===== src/rtl/cfg_loader.sv =====
// -----------------------------------------------------------------------------
// cfg_loader
//   Configuration sequencer for the neuro-array bitstream chain. Takes bytes
//   from the host over a valid/ready handshake and shifts them MSB-first into
//   the configuration chain, pulsing the shift enable once per bit. Once
//   CHAIN_LEN bits are loaded it rotates the whole chain once (output fed back
//   to input) and compares a CRC-8 of the returned bits with the CRC-8 of the
//   loaded bits.
//
// Ports
//   clk, reset     : rising-edge clock, synchronous active-high reset
//   start          : begin a load (only looked at in IDLE)
//   abort          : back to IDLE on the next edge, beats every other input
//   byte_in        : configuration byte, MSB goes first
//   byte_valid     : host has a byte on byte_in
//   byte_ready     : loader takes byte_in this cycle
//   cfg_en         : chain shift enable (config_en)
//   cfg_bit        : chain serial input (bs_in)
//   cfg_ret        : chain serial output (bs_out)
//   busy           : loader is running
//   done           : one-cycle pulse after a completed load and verify
//   err            : CRC mismatch of the last completed verify
//   dbg_state      : current FSM state, for debug / checkers
//
// Handshake: a byte transfers on a rising edge where byte_valid and
// byte_ready are both high. byte_ready never depends on byte_valid, the host
// may hold byte_valid high indefinitely, and byte_in must be stable while
// byte_valid is high and byte_ready is low.
// -----------------------------------------------------------------------------
module cfg_loader #(
  parameter int CHAIN_LEN = 259,
  parameter int CNT_W     = 9
) (
  input  logic       clk,
  input  logic       reset,
  input  logic       start,
  input  logic       abort,
  input  logic [7:0] byte_in,
  input  logic       byte_valid,
  output logic       byte_ready,
  output logic       cfg_en,
  output logic       cfg_bit,
  input  logic       cfg_ret,
  output logic       busy,
  output logic       done,
  output logic       err,
  output logic [2:0] dbg_state
);

  typedef enum logic [2:0] {
    S_IDLE   = 3'd0,
    S_FETCH  = 3'd1,
    S_SHIFT  = 3'd2,
    S_VERIFY = 3'd3,
    S_FIN    = 3'd4
  } state_t;

  localparam logic [CNT_W-1:0] LEN_C  = CNT_W'(CHAIN_LEN);
  localparam logic [CNT_W-1:0] LAST_C = CNT_W'(CHAIN_LEN - 1);

  // CRC-8, polynomial 0x07, one bit per step.
  function automatic logic [7:0] crc8_step(input logic [7:0] c, input logic b);
    logic fb;
    fb = c[7] ^ b;
    return {c[6:0], 1'b0} ^ (fb ? 8'h07 : 8'h00);
  endfunction

  state_t           state,      state_nxt;
  logic [CNT_W-1:0] bit_cnt,    bit_cnt_nxt;
  logic [2:0]       bit_idx,    bit_idx_nxt;
  logic [7:0]       shbuf,      shbuf_nxt;
  logic [7:0]       crc_tx,     crc_tx_nxt;
  logic [7:0]       crc_rx,     crc_rx_nxt;
  logic             cfg_en_q,   cfg_en_nxt;
  logic             cfg_bit_q,  cfg_bit_nxt;
  logic             ready_q,    ready_nxt;
  logic             busy_q,     busy_nxt;
  logic             done_q,     done_nxt;
  logic             err_q,      err_nxt;

  // ---------------------------------------------------------------------------
  // State register
  // ---------------------------------------------------------------------------
  always_ff @(posedge clk) begin
    if (reset) begin
      state     <= S_IDLE;
      bit_cnt   <= '0;
      bit_idx   <= '0;
      shbuf     <= '0;
      crc_tx    <= '0;
      crc_rx    <= '0;
      cfg_en_q  <= 1'b0;
      cfg_bit_q <= 1'b0;
      ready_q   <= 1'b0;
      busy_q    <= 1'b0;
      done_q    <= 1'b0;
      err_q     <= 1'b0;
    end else begin
      state     <= state_nxt;
      bit_cnt   <= bit_cnt_nxt;
      bit_idx   <= bit_idx_nxt;
      shbuf     <= shbuf_nxt;
      crc_tx    <= crc_tx_nxt;
      crc_rx    <= crc_rx_nxt;
      cfg_en_q  <= cfg_en_nxt;
      cfg_bit_q <= cfg_bit_nxt;
      ready_q   <= ready_nxt;
      busy_q    <= busy_nxt;
      done_q    <= done_nxt;
      err_q     <= err_nxt;
    end
  end

  // ---------------------------------------------------------------------------
  // Next state and next registered outputs. The *_nxt values of cfg_en,
  // cfg_bit, byte_ready and done describe the cycle after the edge, so each
  // branch sets up what the following state has to present.
  // ---------------------------------------------------------------------------
  always_comb begin
    state_nxt   = state;
    bit_cnt_nxt = bit_cnt;
    bit_idx_nxt = bit_idx;
    shbuf_nxt   = shbuf;
    crc_tx_nxt  = crc_tx;
    crc_rx_nxt  = crc_rx;
    cfg_en_nxt  = 1'b0;
    cfg_bit_nxt = 1'b0;
    ready_nxt   = 1'b0;
    busy_nxt    = busy_q;
    done_nxt    = 1'b0;
    err_nxt     = err_q;

    if (abort) begin
      // Chain keeps whatever was shifted so far; err is left alone.
      state_nxt = S_IDLE;
      busy_nxt  = 1'b0;
    end else begin
      case (state)
        S_IDLE: begin
          if (start) begin
            state_nxt   = S_FETCH;
            bit_cnt_nxt = '0;
            crc_tx_nxt  = '0;
            crc_rx_nxt  = '0;
            err_nxt     = 1'b0;
            ready_nxt   = 1'b1;
            busy_nxt    = 1'b1;
          end
        end

        S_FETCH: begin
          if (byte_valid && ready_q) begin
            // The MSB goes out straight away so that the shift enable is
            // high in the first SHIFT cycle; the buffer keeps the other seven.
            state_nxt   = S_SHIFT;
            cfg_en_nxt  = 1'b1;
            cfg_bit_nxt = byte_in[7];
            shbuf_nxt   = {byte_in[6:0], 1'b0};
            bit_idx_nxt = 3'd0;
            bit_cnt_nxt = bit_cnt + CNT_W'(1);
            crc_tx_nxt  = crc8_step(crc_tx, byte_in[7]);
          end else begin
            ready_nxt = 1'b1;
          end
        end

        S_SHIFT: begin
          // bit_idx is the position of the bit on cfg_bit now; bit_cnt already
          // counts it. The chain is full once bit_cnt reaches CHAIN_LEN, which
          // drops the unused low bits of the final byte.
          if (bit_cnt == LEN_C) begin
            state_nxt   = S_VERIFY;
            bit_cnt_nxt = '0;
            cfg_en_nxt  = 1'b1;
          end else if (bit_idx == 3'd7) begin
            state_nxt = S_FETCH;
            ready_nxt = 1'b1;
          end else begin
            cfg_en_nxt  = 1'b1;
            cfg_bit_nxt = shbuf[7];
            shbuf_nxt   = {shbuf[6:0], 1'b0};
            bit_idx_nxt = bit_idx + 3'd1;
            bit_cnt_nxt = bit_cnt + CNT_W'(1);
            crc_tx_nxt  = crc8_step(crc_tx, shbuf[7]);
          end
        end

        S_VERIFY: begin
          crc_rx_nxt = crc8_step(crc_rx, cfg_ret);
          if (bit_cnt == LAST_C) begin
            // err is taken from the CRC that includes this last returned bit
            // and becomes visible together with done.
            state_nxt   = S_FIN;
            bit_cnt_nxt = '0;
            done_nxt    = 1'b1;
            busy_nxt    = 1'b0;
            err_nxt     = (crc_tx != crc_rx_nxt);
          end else begin
            bit_cnt_nxt = bit_cnt + CNT_W'(1);
            cfg_en_nxt  = 1'b1;
          end
        end

        S_FIN: begin
          state_nxt = S_IDLE;
        end

        default: begin
          state_nxt = S_IDLE;
          busy_nxt  = 1'b0;
        end
      endcase
    end
  end

  // ---------------------------------------------------------------------------
  // Outputs. During VERIFY the chain must receive its own output in the same
  // cycle, otherwise the loop would be CHAIN_LEN+1 long and one rotation would
  // not restore the contents; cfg_ret therefore bypasses the cfg_bit register.
  // ---------------------------------------------------------------------------
  assign cfg_bit    = (state == S_VERIFY) ? cfg_ret : cfg_bit_q;
  assign cfg_en     = cfg_en_q;
  assign byte_ready = ready_q;
  assign busy       = busy_q;
  assign done       = done_q;
  assign err        = err_q;
  assign dbg_state  = state;

endmodule


===== config.mk =====
export PLATFORM = sky130hd
export DESIGN_NAME = cfg_loader
export DESIGN_NICKNAME = d
export VERILOG_FILES = /design/src/rtl/cfg_loader.sv
export SDC_FILE = /design/constraint.sdc
export NUM_CORES = 1
export LEC_CHECK = 0
export ABC_AREA = 1
export CORE_ASPECT_RATIO = 0.5
export CORE_MARGIN = 1
export CORE_UTILIZATION = 40
export CTS_BUF_LIST = sky130_fd_sc_hd__clkbuf_4
export CTS_CLUSTER_SIZE = 25
export DETAILED_ROUTE_END_ITERATION = 10
export GPL_ROUTABILITY_DRIVEN = 0
export REMOVE_ABC_BUFFERS = 1
export SLEW_MARGIN = 20
export SYNTH_ARGS = -nofsm -noshare
export SYNTH_HDL_FRONTEND = slang
export SYNTH_SLANG_ARGS = --single-unit

===== constraint.sdc =====
create_clock -name clk -period 1.95 [get_ports clk]
set_input_delay 0.195 -clock clk [delete_from_list [all_inputs] [get_ports clk]]
set_output_delay 0.195 -clock clk [all_outputs]
set_load 0.005 [all_outputs]

# Word level (Yosys, flattened, before mapping)
# Cells that the tools add are included.
# op_classes
addsub	2
eq_ne	15
mux	51
bitwise_logic	9
reduce_logical	16
# op_table
op	n
$mux 8	7
$mux 9	5
$pmux 9 s4	1
$mux 3	11
$pmux 8 s2	2
$pmux 8 s3	1
$xor 8x3->8	3
$eq 9x9->1 const B	2
$mux 1	17
$pmux 3 s4	1
$ne 2x2->1 const B	5
$reduce_and 5->1	2
$add 9x1->9 const B	1
$pmux 1 s3	3
$ne 8x8->1	1
$reduce_and 4->1	2
$eq 3x2->1 const B	2
$eq 3x3->1 const B	2
$ne 3x3->1 const B	2
$pmux 3 s2	1
$reduce_and 3->1	2
$reduce_and 6->1	1
$reduce_or 3->1	2
$pmux 1 s2	2
10 further kinds	15
# word_totals
register_bits	45
inputBits	14
out_inout_bits	9
word_cells	105

# Depth between registers and ports, before layout
# Gate-level depths: netlist of run 1.
# logic_depth
word_depth	6
mapped_depth	11
depth_no_buf	11

# Worst setup path before layout of run 1
# Ideal clock, no wire load.
# synth_path
path_kind	reg2reg
start	register bit_cnt[1]
end	register shbuf[7]
setup_ps	116
t_arrival_ps	1401
required_time_ps	1834
path_slack_ps	434
path_stages_with_launch	12
n_path_buf	1
period_less_slack_ps	1516
cell_sequence	dfxtp_1 -> ha_1 -> nand2_1 -> nor2_1 -> nand2_1 -> nor2_1 -> nor2_2 -> nand3_2 -> inv_2 -> buf_4 -> nor2_1 -> nor2_1
# synth_between
elab_chain_cells	3
# synth_rtl
item	line	rtl
start: declaration	69	logic [CNT_W-1:0] bit_cnt, bit_cnt_nxt;
start signal: assignment	100	bit_cnt <= bit_cnt_nxt;
$eq 9x9->1	171	if (bit_cnt == LEN_C) begin
$ne 2x2->1 (no source line)	n/a	
$reduce_and 5->1 (no source line)	n/a	
end signal: assignment	102	shbuf <= shbuf_nxt;
end: declaration	71	logic [7:0] shbuf, shbuf_nxt;
# Every way passes these cells.
# A chain may end at the register's enable or synchronous reset.

# Worst setup path in the final report of run 1
# layout_path
start	register state[2] (netlist: dbg_state[2])
end	output port cfg_bit
# layout_between
elab_chain_cells	2
# layout_rtl
item	line	rtl
start: declaration	68	state_t state, state_nxt;
start signal: assignment	99	state <= state_nxt;
$eq 3x2->1	221	assign cfg_bit = (state == S_VERIFY) ? cfg_ret : cfg_bit_q;
$mux 1	221	
end: declaration	42	output logic cfg_bit,
# Every way passes these cells.

==> flow_metrics.env, run 1 <==
export IMPL_power_switching_w=0.0005712
export IMPL_maxSlewViolCount=0
export IMPL_fin_ws_ps=121.1
export IMPL_grt_ovfl_total=0
export IMPL_routed_wl_met3_um=372
export IMPL_wire_per_inst_um=11.83
export IMPL_io_pins=23
export IMPL_numPortBuffers=22
export IMPL_drive_above_1_share_pct=8.354
export IMPL_timing_final_crit_period_ps=1829
export IMPL_dp_cells=472
export IMPL_initial_core_util_pct=42.90
export IMPL_dpl_cell_area_sq_um=2718
export IMPL_die_h_um=57.09
export IMPL_yosysWarnings=0
export IMPL_p_int_w=0.001225
export IMPL_antennaDiodeCount=0
export IMPL_leakagePower_nw=1.257
export IMPL_route_met2_wl_mm=2.419
export IMPL_first_global_vias=2029
export IMPL_syn_to_final_growth_pct=15.36
export IMPL_cpPeakStageDelay_ps=510
export IMPL_status="completed"
export IMPL_pwr_share_seq_pct=54.9
export IMPL_synth_flop_cell="dfxtp_1"
export IMPL_arrival_ps=1630
export IMPL_cts_sinks=44
export IMPL_grt_pass1_wl_mm=9.508
export IMPL_critPathMaxFanout=9
export IMPL_htree_levels=2
export IMPL_crit_path_cell_trace="inv_2 -> nand3_4 -> o21ai_1 -> clkdlybuf4s50_1"
export IMPL_hold_ws_ps=439.6
export IMPL_hold_viol=0
export IMPL_core_sq_um=5658
export IMPL_die_w_um=112.2
export IMPL_fin_area_sq_um=2800
export IMPL_grt_util_all_layers_pct=18.98
export IMPL_hold_path_class="primary input to flip-flop"
export IMPL_critPathRequiredTime_ps=1750
export IMPL_clk_pin_slew_ps=140
export IMPL_finalSetupViolCount=0
export IMPL_num_rows=19
export IMPL_crit_path_start_kind="flip-flop"
export IMPL_antenna_found_initial=0
export IMPL_async_flop_share_pct=0
export IMPL_grt_max_degree=20
export IMPL_wl_mm=5.677
export IMPL_wl_met1_mm=2.870
export IMPL_drc_errors=0
export IMPL_post_synth_top_count_cell="nand2_1"
export IMPL_synth_cells=381
export IMPL_pre_cts_ws_ps=119.7
export IMPL_power_density_nw_per_um2=641.6
export IMPL_vias=2345
export IMPL_cts_root_buf="clkbuf_4"
export IMPL_max_freq_mhz=546.8
export IMPL_clkPwrFrac_pct=24.1
export IMPL_finalNetCount=424
export IMPL_instances_no_fill=480
export IMPL_firstDrtPassIters=5
export IMPL_worstSetupEndpointType="output pin"
export IMPL_dp_hpwl_mm=4.352
export IMPL_worst_pin_slew_ps=555.1
export IMPL_pwr_share_comb_pct=21.0
export IMPL_drt_first_iter_violations=190
export IMPL_finalCoreUtilization_pct=49.49
export IMPL_antenna_left=0
export IMPL_ys_top_cells_by_area="dfxtp_1 36%, nand2_1 19%, nor2_1 10%"
export IMPL_ys_seq_elements=44
export IMPL_top_layer="met4"
export IMPL_relSlewSlack_pct=62.95
export IMPL_critPathKind="flip-flop to output pin"
export IMPL_netlist_top_cells_count="120 x nand2_1, 67 x nor2_1, 44 x dfxtp_1, 43 x inv_1, 15 x nand3_1"
export IMPL_netlist_area_leader_share_pct=36.29
export IMPL_ys_seq_area_share_pct=36.29
export IMPL_synth_area_leader_cell="dfxtp_1"
export IMPL_cts_buffer_depth=2
export IMPL_vias_per_cell=4.885
export IMPL_sw_frac_of_total_pct=31.80
export IMPL_synth_cell_types=31
export IMPL_avgSynthCellArea_sq_um=6.371
export IMPL_design_die_area_sq_um=6403
export IMPL_drv_cap=0
export IMPL_insertion_delay_ps=350
export IMPL_synth_edf_count=0
export IMPL_critPathSlowestCell="clkdlybuf4s50_1"
export IMPL_fin_skew_ps=19.18
export IMPL_period_share_pct=93.79
export IMPL_cts_tree="built"
export IMPL_vdd_ir_drop_max_mv=0.2660
export IMPL_cts_made_buffers=5
export IMPL_syn_area_sq_um=2427
==> per-stage QoR <==
stage               power, W  setup TNS [ps]
finish              0.001797               0
global route        0.001914          -6.882
CTS                 0.001809               0
detailed placement  0.001371               0
global placement    0.001366               0
floorplan           0.001250               0
==> layout by cell type (no fill, tap or decap), drive strengths merged <==
cell type / n
a21oi: 13
a22oi: 6
a31oi: 1
a32oi: 1
and3: 1
buf: 4
clkbuf: 5
clkdlybuf4s50: 22
clkinv: 3
dfxtp: 44
ha: 4
inv: 47
nand2: 124
nand3: 19
nand4: 6
nor2: 70
nor3: 4
o2111ai: 1
o211ai: 3
o21ai: 20
o21bai: 1
xnor2: 2
xor2: 6
==> logic make-up (layout without fill, tap and decap cells) <==
group	Yosys count	in the layout	share of synthesized area, %
buf+inv	55	81	9.381
fa+ha+maj	4	4	2.062
simple gates	224	224	38.51
compound gates	46	46	10.88
xor+xnor	8	8	2.887
flops	44	44	36.29
==> power by group through the flow <==
| stage | combinational [W] | clock, W | sequential [W] |
|---|---|---|---|
| global route | 0.000429 | 0.000490 | 0.000994 |
| detailed placement | 0.000367 | 0 | 0.00100 |
| floorplan | 0.000255 | 0 | 0.000995 |
| finish | 0.000377 | 0.000433 | 0.000987 |
| global placement | 0.000363 | 0 | 0.00100 |
| CTS | 0.000369 | 0.000454 | 0.000985 |
==> worst max-delay path: cells and delay by family, from the launching register on <==
family / cells / cell delay (ps)
DFF: 1 / 380
and+or+nand+nor: 1 / 130
AOI/OAI and AO/OA: 1 / 150
buffers and inverters: 2 / 620
==> layout make-up <==
class	count	area, sq um
clock inverters	3	13.76
multi-input cells	282	1343
repair buffers	26	250.2
well taps	73	91.34
fillers	579	2858
flip-flops and latches	44	885.9
inverters	47	178.9
clock buffers	5	37.54
==> state kept, by name, indices dropped and copies added (netlist names) <==
| name | flops |
|---|---|
| bit_cnt | 9 |
| bit_idx | 3 |
| err | 1 |
| cfg_en | 1 |
| busy | 1 |
| crc_tx | 8 |
| crc_rx | 8 |
| dbg_state | 3 |
| shbuf | 7 |
| cfg_bit_q | 1 |
| done | 1 |
| byte_ready | 1 |
==> per-layer routing <==
| metal | track usage [%] | vias to the layer above |
|---|---|---|
| met5 | 0 | - |
| met4 | 4.762 | 0 |
| met3 | 4.782 | 2 |
| met2 | 28.75 | 65 |
| met1 | 27.12 | 1025 |
| li1 | - | 1253 |
==> path summary, 6_finish.rpt <==
check	from	end	slack (ps)	cells past startpoint
worst min-delay path	byte_in[0]	shbuf[1]$_SDFFE_PP0P_	440	5
worst min register to register	busy$_SDFFE_PP0P_	busy$_SDFFE_PP0P_	470	2
worst max register to register	bit_idx[0]$_SDFFE_PP0P_	bit_idx[2]$_SDFFE_PP0P_	160	10
worst max-delay path	dbg_state[2]$_SDFFE_PP0P_	cfg_bit	120	4
==> repair_timing <==
item                                   4_1_cts  5_1_grt
setup endpoints to repair                    1       21
gates resized for setup                      3       10
hold buffers                                 0        0
endpoints found under the hold margin        0        0
cloned                                       0        0
buffers inserted                             0        0
(Power assumes the default switching activity.)
==> inputs of run 2 (changes only) <==
Clock period 1.95 ns to 1.7 ns, I/O delays scaled along.
==> flow_metrics.env, run 2 (same netlist as run 1, synthesis figures left out) <==
export IMPL_drc_errors=0
export IMPL_largest_reg_flops=9
export IMPL_cts_tree="built"
export IMPL_io_pins=23
export IMPL_leakagePower_nw=1.425
export IMPL_reg_top3="bit_cnt (9), crc_rx (8), crc_tx (8)"
export IMPL_crit_path_start_kind="flip-flop"
export IMPL_firstDrtPassIters=6
export IMPL_antenna_found_initial=0
export IMPL_maxSlewViolCount=0
export IMPL_dp_hpwl_mm=4.623
export IMPL_cts_sinks=44
export IMPL_antennaDiodeCount=0
export IMPL_p_int_w=0.001635
export IMPL_initial_core_util_pct=42.90
export IMPL_insertion_delay_ps=370
export IMPL_wire_per_inst_um=12.47
export IMPL_instances_no_fill=509
export IMPL_dp_cells=493
export IMPL_vias=2569
export IMPL_pwr_share_seq_pct=48.5
export IMPL_numPortBuffers=22
export IMPL_final_cell_mix="115 x nand2_1, 58 x nor2_1, 40 x inv_1"
export IMPL_critPathKind="flip-flop to flip-flop"
export IMPL_critPathRequiredTime_ps=1970
export IMPL_grt_max_degree=24
export IMPL_core_sq_um=5658
export IMPL_clkPwrFrac_pct=28.6
export IMPL_period_share_pct=96.10
export IMPL_worstSetupEndpointType="flip-flop"
export IMPL_largest_register="bit_cnt"
export IMPL_worst_pin_slew_ps=368.8
export IMPL_cts_root_buf="clkbuf_4"
export IMPL_finalSetupViolCount=0
export IMPL_vdd_ir_drop_max_mv=0.3671
export IMPL_arrival_ps=1910
export IMPL_p_total_w=0.002339
export IMPL_pwr_share_comb_pct=22.9
export IMPL_drive_above_1_share_pct=20.64
export IMPL_sw_frac_of_total_pct=30.08
export IMPL_status="completed"
export IMPL_drv_cap=0
export IMPL_finalNetCount=453
export IMPL_grt_ovfl_total=0
export IMPL_cts_made_buffers=5
export IMPL_rsz0062_at_grt="yes"
export IMPL_timing_final_crit_period_ps=1634
export IMPL_antenna_left=0
export IMPL_clk_pin_slew_ps=130
export IMPL_relSlewSlack_pct=75.35
export IMPL_die_w_um=112.2
export IMPL_vias_per_cell=5.047
export IMPL_num_rows=19
export IMPL_cts_buffer_depth=2
export IMPL_critPathMaxFanout=4
export IMPL_ctsHoldBuffers=0
export IMPL_drt_first_iter_violations=189
export IMPL_fin_skew_ps=7.953
export IMPL_die_h_um=57.09
export IMPL_wl_mm=6.346
export IMPL_design_die_area_sq_um=6403
export IMPL_syn_to_final_growth_pct=30.93
export IMPL_hold_path_class="primary input to flip-flop"
export IMPL_final_common_cell="nand2_1"
export IMPL_power_density_nw_per_um2=735.8
export IMPL_power_switching_w=0.0007035
export IMPL_htree_levels=2
export IMPL_grt_util_all_layers_pct=20.27
export IMPL_finalCoreUtilization_pct=56.17
export IMPL_first_global_vias=2275
export IMPL_hold_viol=0
export IMPL_max_freq_mhz=612.1
export IMPL_grt_pass1_wl_mm=10.20
run 2: power groups by stage:
stage | registers [W] | logic, W | clock network, W
2_1_floorplan | 0.00114 | 0.000293 | 0
3_3_place_gp | 0.00115 | 0.000461 | 0
3_5_place_dp | 0.00115 | 0.000466 | 0
4_1_cts | 0.00113 | 0.000475 | 0.000692
5_1_grt | 0.00114 | 0.000601 | 0.000738
6_report | 0.00113 | 0.000535 | 0.000670
run 2: path summary, 6_finish.rpt:
kind / depth (start not counted) / endpoint / slack (ps) / start
max: 9 / shbuf[2]$_SDFFE_PP0P_ / 70 / bit_idx[0]$_SDFFE_PP0P_
min: 5 / shbuf[1]$_SDFFE_PP0P_ / 420 / byte_in[0]
max reg2reg: 9 / shbuf[2]$_SDFFE_PP0P_ / 70 / bit_idx[0]$_SDFFE_PP0P_
min reg2reg: 2 / shbuf[3]$_SDFFE_PP0P_ / 490 / shbuf[3]$_SDFFE_PP0P_
run 2: worst max-delay path, cell delays in order (launching register included):
cell and delay, ps:
dfxtp_2 350, ha_1 220, ha_4 170, inv_2 70, o21ai_2 70, nor2_4 180
buf_4 150, nand3_2 100, o21ai_0 170, nor2_1 60
run 2: layout make-up:
cell class | count | area, sq um
clock inverters | 2 | 35.03
repair buffers | 52 | 447.9
inverters | 47 | 178.9
repair inverters | 1 | 7.507
well taps | 73 | 91.34
fillers | 552 | 2480
flip-flops and latches | 44 | 897.1
clock buffers | 6 | 45.04
multi-input cells | 284 | 1475
run 2: stage by stage:
step                      hold WS [ps]  area, sq um  setup TNS, ps  setup slack (ps)
after detailed placement         467.8         2875         -199.5            -68.36
after global placement           455.1         2875              0             25.72
after global routing             446.1         3178         -108.9            -20.83
final                            424.5         3178              0             66.37
after CTS                        413.2         2993         -78.84            -29.60
after floorplan                  239.1         2376              0             101.6
run 2: timing repair:
| action | 4_1_cts | 5_1_grt |
|---|---|---|
| cloned | 1 | 2 |
| setup buffers | 1 | 4 |
| resized for setup | 10 | 42 |
| endpoints found under the setup margin | 11 | 31 |
| pin swaps | 0 | 13 |
run 2: routing by layer:
layer	vias to the layer above	wire, um	track usage [%]	part of all wire [%]
met5	-	0	0	0
met4	0	84	5.905	1.3
met3	10	378	4.145	6.0
met2	69	2713	32.65	43
met1	1177	3171	27.85	50
li1	1313	-	-	-
==> inputs of run 3 (changes only) <==
Settings changed: DONT_BUFFER_PORTS set to 1, TNS_END_PERCENT set to 100.
==> flow_metrics.env, run 3 (same netlist as run 1, synthesis figures left out) <==
export IMPL_initial_core_util_pct=42.90
export IMPL_design_die_area_sq_um=6403
export IMPL_hold_ws_ps=52.60
export IMPL_insertion_delay_ps=370
export IMPL_antennaDiodeCount=0
export IMPL_antenna_found_initial=0
export IMPL_fin_ws_ps=53.02
export IMPL_grt_util_all_layers_pct=19.64
export IMPL_cts_made_buffers=5
export IMPL_leakagePower_nw=1.305
export IMPL_timing_final_crit_period_ps=1647
export IMPL_grt_pass1_wl_mm=9.811
export IMPL_final_cell_mix="117 x nand2_1, 61 x nor2_1, 41 x inv_1"
export IMPL_pre_cts_ws_ps=-25.05
export IMPL_status="completed"
export IMPL_io_pins=23
export IMPL_fin_skew_ps=10.90
export IMPL_wire_per_inst_um=12.70
export IMPL_drc_errors=0
export IMPL_relSlewSlack_pct=58.65
export IMPL_wl_mm=6.145
export IMPL_dp_hpwl_mm=4.393
export IMPL_maxSlewViolCount=0
export IMPL_worst_pin_slew_ps=618.2
export IMPL_hold_path_class="primary input to flip-flop"
export IMPL_cts_buffer_depth=2
export IMPL_critPathRequiredTime_ps=1530
export IMPL_grt_max_degree=16
export IMPL_first_global_vias=2119
export IMPL_drv_cap=0
export IMPL_hold_viol=0
export IMPL_cts_root_buf="clkbuf_4"
export IMPL_largest_register="bit_cnt"
export IMPL_antenna_left=0
export IMPL_drt_first_iter_violations=163
export IMPL_critPathKind="flip-flop to output pin"
export IMPL_cts_tree="built"
export IMPL_numPortBuffers=0
export IMPL_firstDrtPassIters=4
export IMPL_max_freq_mhz=607.2
export IMPL_holdCritStartpoint="byte_in[4]"
export IMPL_finalSetupViolCount=0
export IMPL_final_common_cell="nand2_1"
export IMPL_vias_per_cell=4.965
export IMPL_syn_to_final_growth_pct=18.30
export IMPL_worstSetupEndpointType="output pin"
export IMPL_vdd_ir_drop_max_mv=0.3575
export IMPL_die_h_um=57.09
export IMPL_startpoint="dbg_state[2]$_SDFFE_PP0P_"
export IMPL_cts_sinks=44
export IMPL_critPathMaxFanout=5
export IMPL_power_density_nw_per_um2=733.2
export IMPL_crit_path_start_kind="flip-flop"
export IMPL_rsz0062_at_grt="yes"
export IMPL_grt_ovfl_total=0
export IMPL_largest_reg_flops=9
export IMPL_core_sq_um=5658
export IMPL_finalNetCount=429
export IMPL_clk_pin_slew_ps=120
export IMPL_htree_levels=2
export IMPL_num_rows=19
export IMPL_period_share_pct=96.88
export IMPL_reg_top3="bit_cnt (9), crc_rx (8), crc_tx (8)"
export IMPL_arrival_ps=1480
export IMPL_vias=2403
export IMPL_drive_above_1_share_pct=17.27
export IMPL_r2r_start="bit_idx[0]$_SDFFE_PP0P_"
export IMPL_die_w_um=112.2
-- run 3: cell count changes in the layout (fill, tap and decap cells not counted), moves of 3 or more --
cell	delta
o21ai_1	+6
dfxtp_1	+3
nor2_1	+3
buf_4	-8
ha_2	+3
o21ai_0	-5
dfxtp_2	-3
nor2_2	-3
clkdlybuf4s50_1	-21
dlygate4sd3_1	+6
-- run 3: through the flow --
| stage | cell area, sq um | total power, W | util, % | std cells | TNS, ps |
|---|---|---|---|---|---|
| 5_1_grt | 2872 | 0.002235 | 50.75 | 484 | -3.434 |
| 2_1_floorplan | 2376 | 0.001434 | - | 373 | 0 |
| 3_3_place_gp | 2610 | 0.001542 | 46.13 | 465 | 0 |
| 4_1_cts | 2724 | 0.002069 | 48.14 | 478 | 0 |
| 6_report | 2872 | 0.002105 | 50.75 | 484 | 0 |
| 3_5_place_dp | 2610 | 0.001551 | 46.13 | 465 | -57.46 |
-- run 3: worst paths after layout --
kind	endpoint	slack, ps	cells after the start
worst max-delay path	cfg_bit	50	5
worst min-delay path	shbuf[5]$_SDFFE_PP0P_	50	4
worst max register to register	shbuf[3]$_SDFFE_PP0P_	80	8
worst min register to register	bit_cnt[7]$_SDFFE_PP0P_	490	2
-- run 3: report_power, final --
part	internal (W)	switching (W)	total (W)
combinational	0.000176	0.000295	0.000471
clock	0.000169	0.000338	0.000506
sequential	0.00108	0.0000437	0.00113
-- run 3: area by class of cell --
class	count	area, sq um
Timing Repair inverter	1	6.256
Inverter	47	186.4
Tap cell	73	91.34
Timing Repair Buffer	28	229.0
Clock inverter	1	5.005
Sequential cell	44	893.4
Fill cell	575	2786
Clock buffer	6	45.04
Multi-Input combinational cell	284	1415
-- run 3: what timing repair did --
item                       4_1_cts  5_1_grt
resized for setup                3       41
gates cloned                     0        3
hold buffers                     6        0
hold endpoints to repair        18        0
pin swaps                        0        8
setup endpoints to repair        4       32
setup buffers                    0        3
-- run 3: critical path, cell delays in order (launching register included) --
cell and delay (ps):
dfxtp_4 390, inv_1 120, buf_4 140, nand3_2 110
buf_4 180, o21ai_1 180
-- run 3: routing by layer --
layer	routed length (um)	vias to the layer above	share of wire, %	global-route usage [%]
li1	-	1268	-	-
met1	3068	1076	50	27.30
met2	2573	49	42	30.61
met3	396	10	6.4	3.826
met4	106	0	1.7	7.429
met5	0	-	0	0
